File: config.mk
export PLATFORM = sky130hd
export DESIGN_NAME = lbcnn_fc_layer
export DESIGN_NICKNAME = d
export VERILOG_FILES = /design/src/rtl/lbcnn_fc_layer.sv
export SDC_FILE = /design/constraint.sdc
export NUM_CORES = 2
export LEC_CHECK = 0
export CAP_MARGIN = 0
export CORE_AREA = 2 2 438 440
export DETAILED_ROUTE_END_ITERATION = 8
export DIE_AREA = 0 0 440 442
export MAX_ROUTING_LAYER = met4
export SLEW_MARGIN = 20
export SYNTH_ARGS = -nofsm -noshare
export SYNTH_HDL_FRONTEND = slang
export SYNTH_SLANG_ARGS = --single-unit
File: constraint.sdc
create_clock -name clk -period 15.45 [get_ports clk]
set_input_delay 2.3175 -clock clk [delete_from_list [all_inputs] [get_ports clk]]
set_output_delay 2.3175 -clock clk [all_outputs]
set_load 0.03 [all_outputs]
File: src/rtl/lbcnn_fc_layer.sv
// lbcnn_fc_layer
//   Fully-connected output layer of the LBCNN classifier. One inference
//   computes NUM_OUT dot products of the captured feature vector against
//   weights streamed from an external memory. Each result gets a bias,
//   an arithmetic shift and 16-bit saturation. The layer also tracks the
//   arg-max class.
//
// Ports
//   clk        rising-edge clock
//   rst        asynchronous active-low reset
//   start      launch one inference (sampled only while idle)
//   in_flat    FC_INPUT_SIZE x 16-bit signed features, element i at [16*i +: 16]
//   bias       NUM_OUT x 16-bit signed biases, held stable while busy
//   w_rd_en    weight memory read strobe
//   w_addr     weight address, n*FC_INPUT_SIZE + i
//   w_rdata    weight data, valid one cycle after w_rd_en
//   busy       inference in progress (through the done cycle)
//   done       one-cycle completion pulse
//   fc_out     NUM_OUT x 16-bit signed results, neuron n at [16*n +: 16]
//   class_idx  index of the largest fc_out (lowest index wins ties)
module lbcnn_fc_layer #(
   parameter  int FC_INPUT_SIZE = 49,
   parameter  int NUM_OUT       = 10,
   parameter  int SHIFT         = 0,
   parameter  int ACC_W         = 40,
   localparam int AW            = $clog2(FC_INPUT_SIZE * NUM_OUT),
   localparam int CW            = (NUM_OUT > 1) ? $clog2(NUM_OUT) : 1
) (
   input  logic                             clk,
   input  logic                             rst,
   input  logic                             start,
   input  logic signed [FC_INPUT_SIZE*16-1:0] in_flat,
   input  logic signed [NUM_OUT*16-1:0]     bias,
   output logic                             w_rd_en,
   output logic [AW-1:0]                    w_addr,
   input  logic signed [15:0]               w_rdata,
   output logic                             busy,
   output logic                             done,
   output logic signed [NUM_OUT*16-1:0]     fc_out,
   output logic [CW-1:0]                    class_idx
);

   localparam int IW = (FC_INPUT_SIZE > 1) ? $clog2(FC_INPUT_SIZE + 1) : 1;
   localparam logic signed [ACC_W-1:0] SAT_MAX = ACC_W'(32767);
   localparam logic signed [ACC_W-1:0] SAT_MIN = ACC_W'(-32768);

   typedef enum logic [2:0] {IDLE, MAC, DRAIN, WRITE, DONE} state_t;

   state_t                   state_reg, state_next;
   logic [IW-1:0]            i_reg;
   logic [IW-1:0]            idx_d_reg;
   logic                     rd_vld_reg;
   logic [CW-1:0]            n_reg;
   logic [AW-1:0]            addr_reg;
   logic signed [ACC_W-1:0]  acc_reg;
   logic signed [15:0]       max_reg;
   logic [CW-1:0]            cls_reg;
   logic signed [15:0]       feat_reg [FC_INPUT_SIZE];

   logic signed [31:0]       prod;
   logic [15:0]              bias_sel;
   logic signed [ACC_W-1:0]  sum;
   logic signed [ACC_W-1:0]  shifted;
   logic signed [15:0]       sat_val;

   // ---------------- FSM: state register ----------------
   always_ff @(posedge clk or negedge rst) begin
      if (!rst) state_reg <= IDLE;
      else      state_reg <= state_next;
   end

   // ---------------- FSM: next state ----------------
   always_comb begin
      state_next = state_reg;
      case (state_reg)
         IDLE:  if (start) state_next = MAC;
         MAC:   if (i_reg == IW'(FC_INPUT_SIZE - 1)) state_next = DRAIN;
         DRAIN: state_next = WRITE;
         WRITE: state_next = (n_reg == CW'(NUM_OUT - 1)) ? DONE : MAC;
         DONE:  state_next = IDLE;
         default: state_next = IDLE;
      endcase
   end

   // ---------------- FSM: outputs ----------------
   always_comb begin
      w_rd_en = 1'b0;
      busy    = 1'b1;
      done    = 1'b0;
      case (state_reg)
         IDLE: busy    = 1'b0;
         MAC:  w_rd_en = 1'b1;
         DONE: done    = 1'b1;
         default: ;
      endcase
   end

   // Snapshot of the features so upstream may change in_flat while busy.
   always_ff @(posedge clk) begin
      if (state_reg == IDLE && start) begin
         for (int k = 0; k < FC_INPUT_SIZE; k++)
            feat_reg[k] <= in_flat[k*16 +: 16];
      end
   end

   // Product uses the element index delayed to line up with w_rdata.
   assign prod     = 32'(feat_reg[idx_d_reg]) * 32'(w_rdata);
   assign bias_sel = bias[n_reg*16 +: 16];
   assign sum      = acc_reg + ACC_W'($signed(bias_sel));
   assign shifted  = sum >>> SHIFT;

   always_comb begin
      if (shifted > SAT_MAX)      sat_val = 16'sh7fff;
      else if (shifted < SAT_MIN) sat_val = 16'sh8000;
      else                        sat_val = shifted[15:0];
   end

   // ---------------- datapath ----------------
   always_ff @(posedge clk or negedge rst) begin
      if (!rst) begin
         i_reg      <= '0;
         idx_d_reg  <= '0;
         rd_vld_reg <= 1'b0;
         n_reg      <= '0;
         addr_reg   <= '0;
         acc_reg    <= '0;
         max_reg    <= '0;
         cls_reg    <= '0;
      end else begin
         rd_vld_reg <= w_rd_en;
         idx_d_reg  <= i_reg;
         if (rd_vld_reg) acc_reg <= acc_reg + ACC_W'(prod);
         case (state_reg)
            IDLE: begin
               if (start) begin
                  i_reg    <= '0;
                  n_reg    <= '0;
                  addr_reg <= '0;
                  acc_reg  <= '0;
               end
            end
            MAC: begin
               i_reg    <= i_reg + IW'(1);
               // Address runs contiguously across neurons: after the last
               // element of neuron n it already equals (n+1)*FC_INPUT_SIZE.
               addr_reg <= addr_reg + AW'(1);
            end
            WRITE: begin
               acc_reg <= '0;
               i_reg   <= '0;
               if (n_reg != CW'(NUM_OUT - 1)) n_reg <= n_reg + CW'(1);
               // Strict greater-than keeps the lower index on ties.
               if (n_reg == '0 || sat_val > max_reg) begin
                  max_reg <= sat_val;
                  cls_reg <= n_reg;
               end
            end
            default: ;
         endcase
      end
   end

   // Per-neuron result registers, written only in WRITE for their index.
   generate
      for (genvar gi = 0; gi < NUM_OUT; gi++) begin : g_out
         logic signed [15:0] fc_reg;
         always_ff @(posedge clk or negedge rst) begin
            if (!rst)
               fc_reg <= '0;
            else if (state_reg == WRITE && n_reg == CW'(gi))
               fc_reg <= sat_val;
         end
         assign fc_out[gi*16 +: 16] = fc_reg;
      end
   endgenerate

   assign w_addr    = addr_reg;
   assign class_idx = cls_reg;

endmodule

==> impl_metrics.csv <==
group,metric,value,unit
setup_path,r2r-end,"acc_reg[34]",
route,vias,37300,
synthesis,ys_warn_count,0,
floorplanning,dieWidth,440,um
setup_path,timing.critical_path.mode_cell,"fa_1",
synthesis,synth_area,0.0561,mm^2
synthesis,synthCells,3947,
cts,insertion_delay,820,ps
min_path,min_path_cells,0,
cts,cts_tree,"done",
synthesis,synthFlopType,"edfxtp_1",
grt,grt_pass1_vias,39100,
cts,h-tree-depth,3,
setup_path,worst-path-stages,31,
placement,port_buffers,1138,
floorplanning,core,0.190,mm^2
cts,numCtsBuffers,112,
synthesis,synth_top_area_cell,"edfxtp_1",
placement,dp_cells,7460,
route,drc,0,
setup_path,cp_max_fo,75,
grt,grt_start_max_net_pins,178,
grt,grt.total_usage,0.223,
route,wl,213,mm
placement,place.gp.congestion,0.916,
cells_and_area,drive_above_1_share,0.120,
cells_and_area,stdcell_count,7733,
cells_and_area,fin_util,0.392,
floorplanning,start_util,0.296,
setup_path,critPathTopFamily,"adder cells",
cells_and_area,final_nets,6534,
setup_path,critPathKind,"register to register",
synthesis,syn_nets,5418,
cts,clk_pin_slew,70,ps
cts,cts.root.buffer_cell,"clkbuf_16",
timing,slew_violations,0,
setup_path,r2r_start,"idx_d_reg[0]",
floorplanning,io_pins,1139,
synthesis,ys_ff_latch,1033,
route,first_pass_iters,5,
synthesis,synth.distinct_cells,97,
timing,rsz0062_at_grt,"no",
timing,skew,115,ps
min_path,hp-start,"i_reg[5]",
setup_path,critPathLaunchType,"register",
timing,worst_pin_slew,1120,ps
placement,hpwl,173,mm
setup_path,critPathBufInv,7,
setup_path,end_kind,"register",
cells_and_area,fill_cells,17800,
timing,finalCritPeriodShare,0.681,
setup_path,crit_required,16020,ps
floorplanning,fp.dieH,442,um
synthesis,seq_area_frac_synth,0.531,
timing,setup_viol,0,
cts,clockBufferDepth,3,
timing,hold_viol,0,
route,vias_per_cell,4.83,
synthesis,synth_area_per_cell,14.2,um^2
floorplanning,die-area,0.194,mm^2
timing,fmax,95.1,MHz
cells_and_area,largest_register_ffs,784,
setup_path,cp_slowest_stage_delay,720,ps
grt,antenna_found_initial,101,
setup_path,cp_slowest_cell,"dfrtp_4",
timing,relSlewSlack,0.250,
synthesis,netlist.area_leader.share,0.420,
timing,setup_tns,0,ps
synthesis,synth_area_leaders,"edfxtp_1 (42%), fa_1 (12%), mux4_2 (11%), dfrtp_1 (11%), ha_1 (3.9%)",
cts,holdBufCountCts,0,
cts,post_cts_resized,0,
timing,min_period,10520,ps
floorplanning,rows,160,
grt,grt_pass1_wl,297,mm
route,drtAntennaViolNets,0,
run_status,status,"complete, no violations",
synthesis,async_flop_share,0.241,
grt,grt_overflow,0,
route,drt_iter0_drc,3121,
route,routedWlPerCell,27.5,um
cts,post-cts-setup-buffers,0,
setup_path,cp.arrival,11090,ps
run,maxCapViolations,0,
setup_path,rrSetupSlack,4930,ps
synthesis,synth_edf_count,784,
min_path,min_to,"idx_d_reg[5]",
cells_and_area,area_growth,32.4,%
min_path,hold_path.class,"register to register",
cts,clock-sinks,1033,
setup_path,reg2reg_depth,31,
## layer usage
layer,up-vias,GRT usage,routed length (um)
li1,16500,-,-
met1,19100,0.255,80800
met2,1477,0.381,109000
met3,265,0.0556,16700
met4,0,0.0683,5800
met5,-,-,0
## per-stage QoR
stage / setup slack [ps] / hold WS (ps) / cell area, um^2
after CTS: 4740 / 421 / 74100
after global placement: 4920 / 414 / 70300
after detailed placement: 4860 / 414 / 70300
final: 4930 / 415 / 74300
after global routing: 4300 / 445 / 74300
after floorplan: 601 / 382 / 56100
## layout make-up
cell class                 instances  area [um^2]  area share
clock inverter                    79          851      0.0115
sequential                      1033        29800       0.401
clock buffer                     130         2960      0.0399
tap                             2511         3140      0.0423
timing repair buffer            1185        11800       0.159
antenna                           64          160     0.00216
inverter                         440         1660      0.0223
multi-input combinational       2291        23900       0.322
## worst max-delay path by stage
stage	to	startpoint
final	acc_reg[34]	idx_d_reg[0]
after global routing	acc_reg[34]	idx_d_reg[0]
after CTS	acc_reg[34]	idx_d_reg[0]
after detailed placement	acc_reg[34]	idx_d_reg[0]
after global placement	acc_reg[34]	idx_d_reg[0]
after floorplan	feat_reg[0][0]	start
## cell usage in the layout, fill, tap and decap left out, drive strengths merged, types with 10 or more instances in the layout
cell and instances:
a211oi 23, and2 159, a221oi 15, a31oi 15
clkdlybuf4s50 1137, inv 443, buf 48, o21bai 12
dfrtp 249, a21o 38, clkbuf 130, bufinv 10
nor2 161, ha 177, nor3 20, diode 64
fa 331, a21oi 143, nand4 22, mux2i 47
nand2 337, mux2 22, o21ai 214, mux4 277
xor2 23, clkinv 61, nor2b 19, nand3 32
nor4 10, xnor2 49, edfxtp 784, o21a 14
nand2b 11, and3 16
## worst register-to-register path, delay by kind of cell, from the launching register on
kind            cells  cell delay [ps]
xor+xnor            1               90
compound gates     10             2570
flops               1              720
simple gates        3              500
mux                 3             1380
fa+ha+maj           7             3300
buf+inv             7             1770
## Yosys cell counts, types with 47 or more instances
cell type,instances
inv_1,436
mux2i_1,47
clkbuf_1,117
a21oi_1,143
edfxtp_1,784
xnor2_1,49
nand2_1,337
ha_1,177
fa_1,331
and2_1,158
dfrtp_1,249
o21ai_0,183
mux4_2,277
nor2_1,150
## logic make-up after synthesis
logic type,share of synthesized area
AO/OA/AOI/OAI,0.0605
XOR/XNOR,0.0112
adder cells (fa/ha/maj),0.158
buffers and inverters,0.0441
flip-flops,0.531
multiplexers,0.124
AND/OR/NAND/NOR,0.0717
Power is left out: the tool's default activity adds up to more than one toggle a clock period on the data nets, which glitch-free logic cannot reach.
